## src/rtl/inst_encoder_loader.sv

```systemverilog
// inst_encoder_loader: packs instruction field tuples into 32-bit words and
// streams them into instruction memory from a programmable base address,
// through a 2-entry buffer with valid/ready handshakes on both sides.
// Optional macro INST_ENC_CHECK_EN adds a sticky field_err output that flags
// tuples whose fields cannot all be represented in the chosen format.
module inst_encoder_loader #(
    parameter int INST_WIDTH = 32,
    parameter int REG_WIDTH  = 4,
    parameter int ADDR_WIDTH = 10
) (
    input  logic                  clk,
    input  logic                  reset_n,
    input  logic                  start,
    input  logic                  stop,
    input  logic [ADDR_WIDTH-1:0] base_addr,
    input  logic                  in_valid,
    output logic                  in_ready,
    input  logic [3:0]            op1,
    input  logic [3:0]            op2,
    input  logic [REG_WIDTH-1:0]  rd,
    input  logic [REG_WIDTH-1:0]  rs1,
    input  logic [REG_WIDTH-1:0]  rs2,
    input  logic                  use_rs2,
    input  logic [15:0]           imm16,
    output logic                  wr_valid,
    input  logic                  wr_ready,
    output logic [ADDR_WIDTH-1:0] wr_addr,
    output logic [INST_WIDTH-1:0] wr_data,
    output logic                  busy,
    output logic                  done,
    output logic                  full,
    output logic [ADDR_WIDTH:0]   word_count
`ifdef INST_ENC_CHECK_EN
    ,
    output logic                  field_err
`endif
);

    typedef enum logic [1:0] {
        S_IDLE  = 2'd0,
        S_RUN   = 2'd1,
        S_DRAIN = 2'd2
    } state_t;

    localparam logic [ADDR_WIDTH-1:0] LAST_ADDR = '1;
    localparam logic [ADDR_WIDTH-1:0] ADDR_ONE  = 1;
    localparam logic [ADDR_WIDTH:0]   COUNT_ONE = 1;

    state_t                r_state;
    state_t                w_stateNext;
    logic [INST_WIDTH-1:0] r_mem [0:1];
    logic                  r_rdPtr;
    logic                  r_wrPtr;
    logic [1:0]            r_count;
    logic [ADDR_WIDTH-1:0] r_wrAddr;
    logic [ADDR_WIDTH-1:0] r_issueAddr;
    logic                  r_lastIssued;
    logic                  r_full;
    logic [ADDR_WIDTH:0]   r_wordCount;
    logic [INST_WIDTH-1:0] w_encoded;
    logic                  w_accept;
    logic                  w_transfer;
    logic                  w_startSession;
    logic                  w_done;

    // Pack the current tuple using the decoder's field layout for its format.
    always_comb begin
        w_encoded = '0;
        if (op1[2]) begin
            w_encoded = {op1, op2, rs1, rs2, imm16};
        end else if (use_rs2) begin
            w_encoded = {op1, op2, rd, rs1, rs2, 12'h000};
        end else begin
            w_encoded = {op1, op2, rd, rs1, imm16};
        end
    end

    assign in_ready       = (r_state == S_RUN) && (r_count != 2'd2) && !r_lastIssued;
    assign wr_valid       = (r_count != 2'd0) && (r_state != S_IDLE);
    assign w_accept       = in_valid && in_ready;
    assign w_transfer     = wr_valid && wr_ready;
    assign w_startSession = (r_state == S_IDLE) && start;

    assign wr_data    = r_mem[r_rdPtr];
    assign wr_addr    = r_wrAddr;
    assign busy       = (r_state != S_IDLE);
    assign done       = w_done;
    assign full       = r_full;
    assign word_count = r_wordCount;

    // Session state register.
    always_ff @(posedge clk or negedge reset_n) begin
        if (!reset_n) begin
            r_state <= S_IDLE;
        end else begin
            r_state <= w_stateNext;
        end
    end

    // Next-state logic; stop wins over start, and done fires as DRAIN empties.
    always_comb begin
        w_stateNext = r_state;
        w_done      = 1'b0;
        case (r_state)
            S_IDLE: begin
                if (start) begin
                    w_stateNext = S_RUN;
                end
            end
            S_RUN: begin
                if (stop) begin
                    w_stateNext = S_DRAIN;
                end else if (w_transfer && (r_wrAddr == LAST_ADDR)) begin
                    w_stateNext = S_DRAIN;
                end
            end
            S_DRAIN: begin
                if (r_count == 2'd0) begin
                    w_stateNext = S_IDLE;
                    w_done      = 1'b1;
                end
            end
            default: begin
                w_stateNext = S_IDLE;
            end
        endcase
    end

    // Two-entry buffer; occupancy changes only on an unmatched push or pop.
    always_ff @(posedge clk or negedge reset_n) begin
        if (!reset_n) begin
            r_mem[0] <= '0;
            r_mem[1] <= '0;
            r_rdPtr  <= 1'b0;
            r_wrPtr  <= 1'b0;
            r_count  <= 2'd0;
        end else begin
            if (w_accept) begin
                r_mem[r_wrPtr] <= w_encoded;
                r_wrPtr        <= ~r_wrPtr;
            end
            if (w_transfer) begin
                r_rdPtr <= ~r_rdPtr;
            end
            case ({w_accept, w_transfer})
                2'b10:   r_count <= r_count + 2'd1;
                2'b01:   r_count <= r_count - 2'd1;
                default: r_count <= r_count;
            endcase
        end
    end

    // Address and count tracking; neither address counter wraps past all-ones.
    always_ff @(posedge clk or negedge reset_n) begin
        if (!reset_n) begin
            r_wrAddr     <= '0;
            r_issueAddr  <= '0;
            r_lastIssued <= 1'b0;
            r_full       <= 1'b0;
            r_wordCount  <= '0;
        end else if (w_startSession) begin
            r_wrAddr     <= base_addr;
            r_issueAddr  <= base_addr;
            r_lastIssued <= 1'b0;
            r_full       <= 1'b0;
            r_wordCount  <= '0;
        end else begin
            if (w_accept) begin
                if (r_issueAddr == LAST_ADDR) begin
                    r_lastIssued <= 1'b1;
                end else begin
                    r_issueAddr <= r_issueAddr + ADDR_ONE;
                end
            end
            if (w_transfer) begin
                r_wordCount <= r_wordCount + COUNT_ONE;
                if (r_wrAddr == LAST_ADDR) begin
                    r_full <= 1'b1;
                end else begin
                    r_wrAddr <= r_wrAddr + ADDR_ONE;
                end
            end
        end
    end

`ifdef INST_ENC_CHECK_EN
    logic r_fieldErr;
    logic w_fieldLoss;

    assign w_fieldLoss = (!op1[2] && use_rs2 && (imm16[11:0] != 12'h000)) ||
                         (op1[2] && (rd != rs1));
    assign field_err   = r_fieldErr;

    // Sticky flag for accepted tuples that carried bits the format drops.
    always_ff @(posedge clk or negedge reset_n) begin
        if (!reset_n) begin
            r_fieldErr <= 1'b0;
        end else if (w_startSession) begin
            r_fieldErr <= 1'b0;
        end else if (w_accept && w_fieldLoss) begin
            r_fieldErr <= 1'b1;
        end
    end
`endif

endmodule

```

## config.mk

```make
export PLATFORM = sky130hd
export DESIGN_NAME = inst_encoder_loader
export DESIGN_NICKNAME = d
export VERILOG_FILES = /design/src/rtl/inst_encoder_loader.sv
export SDC_FILE = /design/constraint.sdc
export NUM_CORES = 1
export LEC_CHECK = 0
export BUFFER_PORTS_ARGS = -buffer_cell sky130_fd_sc_hd__buf_4
export CAP_MARGIN = 20
export CORE_MARGIN = 10
export CORE_UTILIZATION = 58
export DETAILED_ROUTE_END_ITERATION = 7
export PLACE_DENSITY = 0.89
export SLEW_MARGIN = 30
export SYNTH_ARGS = -nofsm -noshare
export SYNTH_HDL_FRONTEND = slang
export SYNTH_SLANG_ARGS = --single-unit
```

## constraint.sdc

```tcl
create_clock -name clk -period 3.4 [get_ports clk]
set_input_delay 0.51 -clock clk [delete_from_list [all_inputs] [get_ports clk]]
set_output_delay 0.51 -clock clk [all_outputs]
set_load 0.01 [all_outputs]
```

==> results.ini <==
[layout]
drive_gt1_share_pct=31.9
final_cell_mix=114 x buf_4, 111 x nand2_1, 103 x dfrtp_1
area_delta_synth_final_pct=22.2
final_common_cell=buf_4
diodes=0
utilization_pct=73.5
nFillCells=630
nNetsFinal=650
stdcell_count=703

[synthesis]
synth_edf_count=0
synthFlopType=dfrtp_1
synth_nets=553
synthArstFlopShare_pct=100
syn_avg_cell_area_um2=10.0
synth_seq_area_share_pct=51.9
synth_cell_type_count=43
netlist_instances=496
synth-seq-cells=103
synthTopCellsByArea=dfrtp_1 52%, mux2_2 13%, nand2_1 8.4%
syn_area_um2=4960
yosysWarnings=0
yosysTopAreaCell=dfrtp_1
netlist.area_leader.share_pct=51.9

[sta]
final_hold_viol_count=0
rsz0062_at_grt=no
setup-tns-final_ns=0
finalSetupViolCount=0
fmax_ghz=0.449
skew_ns=0.00878
period_share_pct=65.6
maxSlewHeadroom_pct=38.5
slew_violations=0
timing.hold.ws_ns=0.185
fin_crit_ns=2.23
tightest_slew_ns=0.922

[setup_path]
rr_startpoint=r_state[1]$_DFFE_PN0P_
worstSetupPathType=reg -> reg
crit_fanout=48
worstPathRequired_ns=3.64
crit_arrival_ns=2.47
critPathLaunchType=flop
r2r_slack_ns=1.17
startpoint=r_state[1]$_DFFE_PN0P_
cp-end-kind=flop

[die]
start_util_pct=60.1
ios=111
coreArea_um2=8260
fp-row-count=33
die_area_um2=12700
die_w_um=113
die_y_um=113

[route]
wl_per_cell_um=17.4
drt-total-wl_um=12200
antenna_left=0
viasPerCell=5.73
firstDrtPassIters=5
drt_iter0_drc=277
drc=0
vias=4030

[cts]
cts_setup_buffers=0
clock_latency_ns=0.36
numCtsBuffers=9
hold_buffers=0
cts_root_buf=clkbuf_8
cts_tree=yes
cts_sinks=103
htree_num_levels=3
cts.clk_slew.worst_paths_ns=0.09
cts_resized=0
clockBufferDepth=2

[run_status]
status=finished clean

[placed_design]
port_buffers=110
place.gp.congestion=0.859
dpl.cell_count=687
dp_hpwl_um=8920

[power_and_ir_drop]
combPwrFrac_pct=44.4
seq_power_share_pct=40.1
p_int_mw=3.33
sw_frac_of_total_pct=37.5
leakagePower_nw=2.88
clkPwrFrac_pct=15.5
peakVddDrop_mv=0.461
powerDensity_nw_per_um2=879
switching_power_mw=2.00

[global_routing]
grt_max_degree=55
antenna_found_initial=0
grt_pass1_wl_um=20000
track_usage_pct=18.7
overflow=0
first_global_vias=4107

[worst_hold_path]
min_path_type=in -> async

[run]
drv_cap=0

-- flip-flops by register name, summed over array words and instances (netlist names) --
register,count
r_mem,64
word_count,11
r_issueAddr,10
wr_addr,10
r_count,2
r_state,2
full,1
r_lastIssued,1
r_rdPtr,1
r_wrPtr,1
-- metal layers --
layer  GRT usage [%]  wire length, µm  up-vias
li1                -                -     1936
met4            6.77              177        0
met2            32.6             6450      117
met5               0                0        -
met1            22.8             5080     1964
met3            3.04              536       13
-- cells in the mapped netlist (2+ instances only) --
library cell	number
inv_1	8
buf_2	6
ha_1	4
a21oi_1	13
a211oi_1	2
a311oi_1	4
o31ai_1	4
dfrtp_1	103
nor2_1	25
or3_1	7
nand3_1	9
nor4_1	3
a31oi_1	5
mux2i_1	5
nand4_1	12
xor2_1	4
clkbuf_1	21
nor2b_1	2
nor3_1	8
nand2_1	111
and3_1	4
o21a_1	2
a211o_1	2
and2_1	2
or4_1	2
o21ai_0	43
xnor2_1	9
o311ai_0	2
nand2b_1	4
and4_1	2
mux2_2	56
-- stage by stage --
| step | worst slack (ns) | instance area [µm²] | power (mW) |
|---|---|---|---|
| after CTS | 1.17 | 6060 | 5.36 |
| after detailed placement | 1.10 | 5850 | 4.53 |
| after floorplan | 1.63 | 4960 | 3.53 |
| final | 1.17 | 6070 | 5.33 |
| after global routing | 1.00 | 6070 | 5.70 |
| after global placement | 1.11 | 5840 | 4.40 |
-- power by group through the flow --
stage               Sequential, mW  Combinational [mW]  Clock (mW)
floorplan                     2.06                1.48           0
CTS                           2.13                2.39       0.837
global route                  2.21                2.61       0.888
detailed placement            2.15                2.38           0
finish                        2.14                2.37       0.827
global placement              2.10                2.30           0
-- cell families (layout without fill, tap and decap cells) --
| kind of cell | Yosys count | in the layout | share of synthesized area [%] |
|---|---|---|---|
| simple gates | 195 | 195 | 17.8 |
| flops | 103 | 103 | 51.9 |
| compound gates | 84 | 84 | 10.3 |
| mux | 61 | 61 | 13.7 |
| buf+inv | 36 | 138 | 3.02 |
| xor+xnor | 13 | 13 | 2.29 |
| fa+ha+maj | 4 | 4 | 1.01 |
-- cell type report --
type	instances	area, µm²	area share, %
clock buffer	11	131	2.16
sequential	103	2580	42.5
inverter	8	30.0	0.495
tap	105	131	2.16
clock inverter	5	82.6	1.36
multi-input combinational	357	2260	37.2
timing repair buffer	114	856	14.1
-- worst max-delay path, cell delays in order, from the launching register on --
cell      delay, ns
dfrtp_1        0.45
and4bb_2       0.37
nand3_2        0.72
mux2_2         0.57
-- path summary, 6_finish.rpt --
check,to,cells after the start
max reg2reg,r_mem[16]$_DFFE_PN0P_,3
max in group asynchronous,r_mem[6]$_DFFE_PN0P_,2
min reg2reg,r_rdPtr$_DFFE_PN0P_,1
min in group clk,r_mem[61]$_DFFE_PN0P_,3
max,r_mem[16]$_DFFE_PN0P_,3
min,word_count[0]$_DFFE_PN0P_,1
Power figures use the tool's default switching activity.
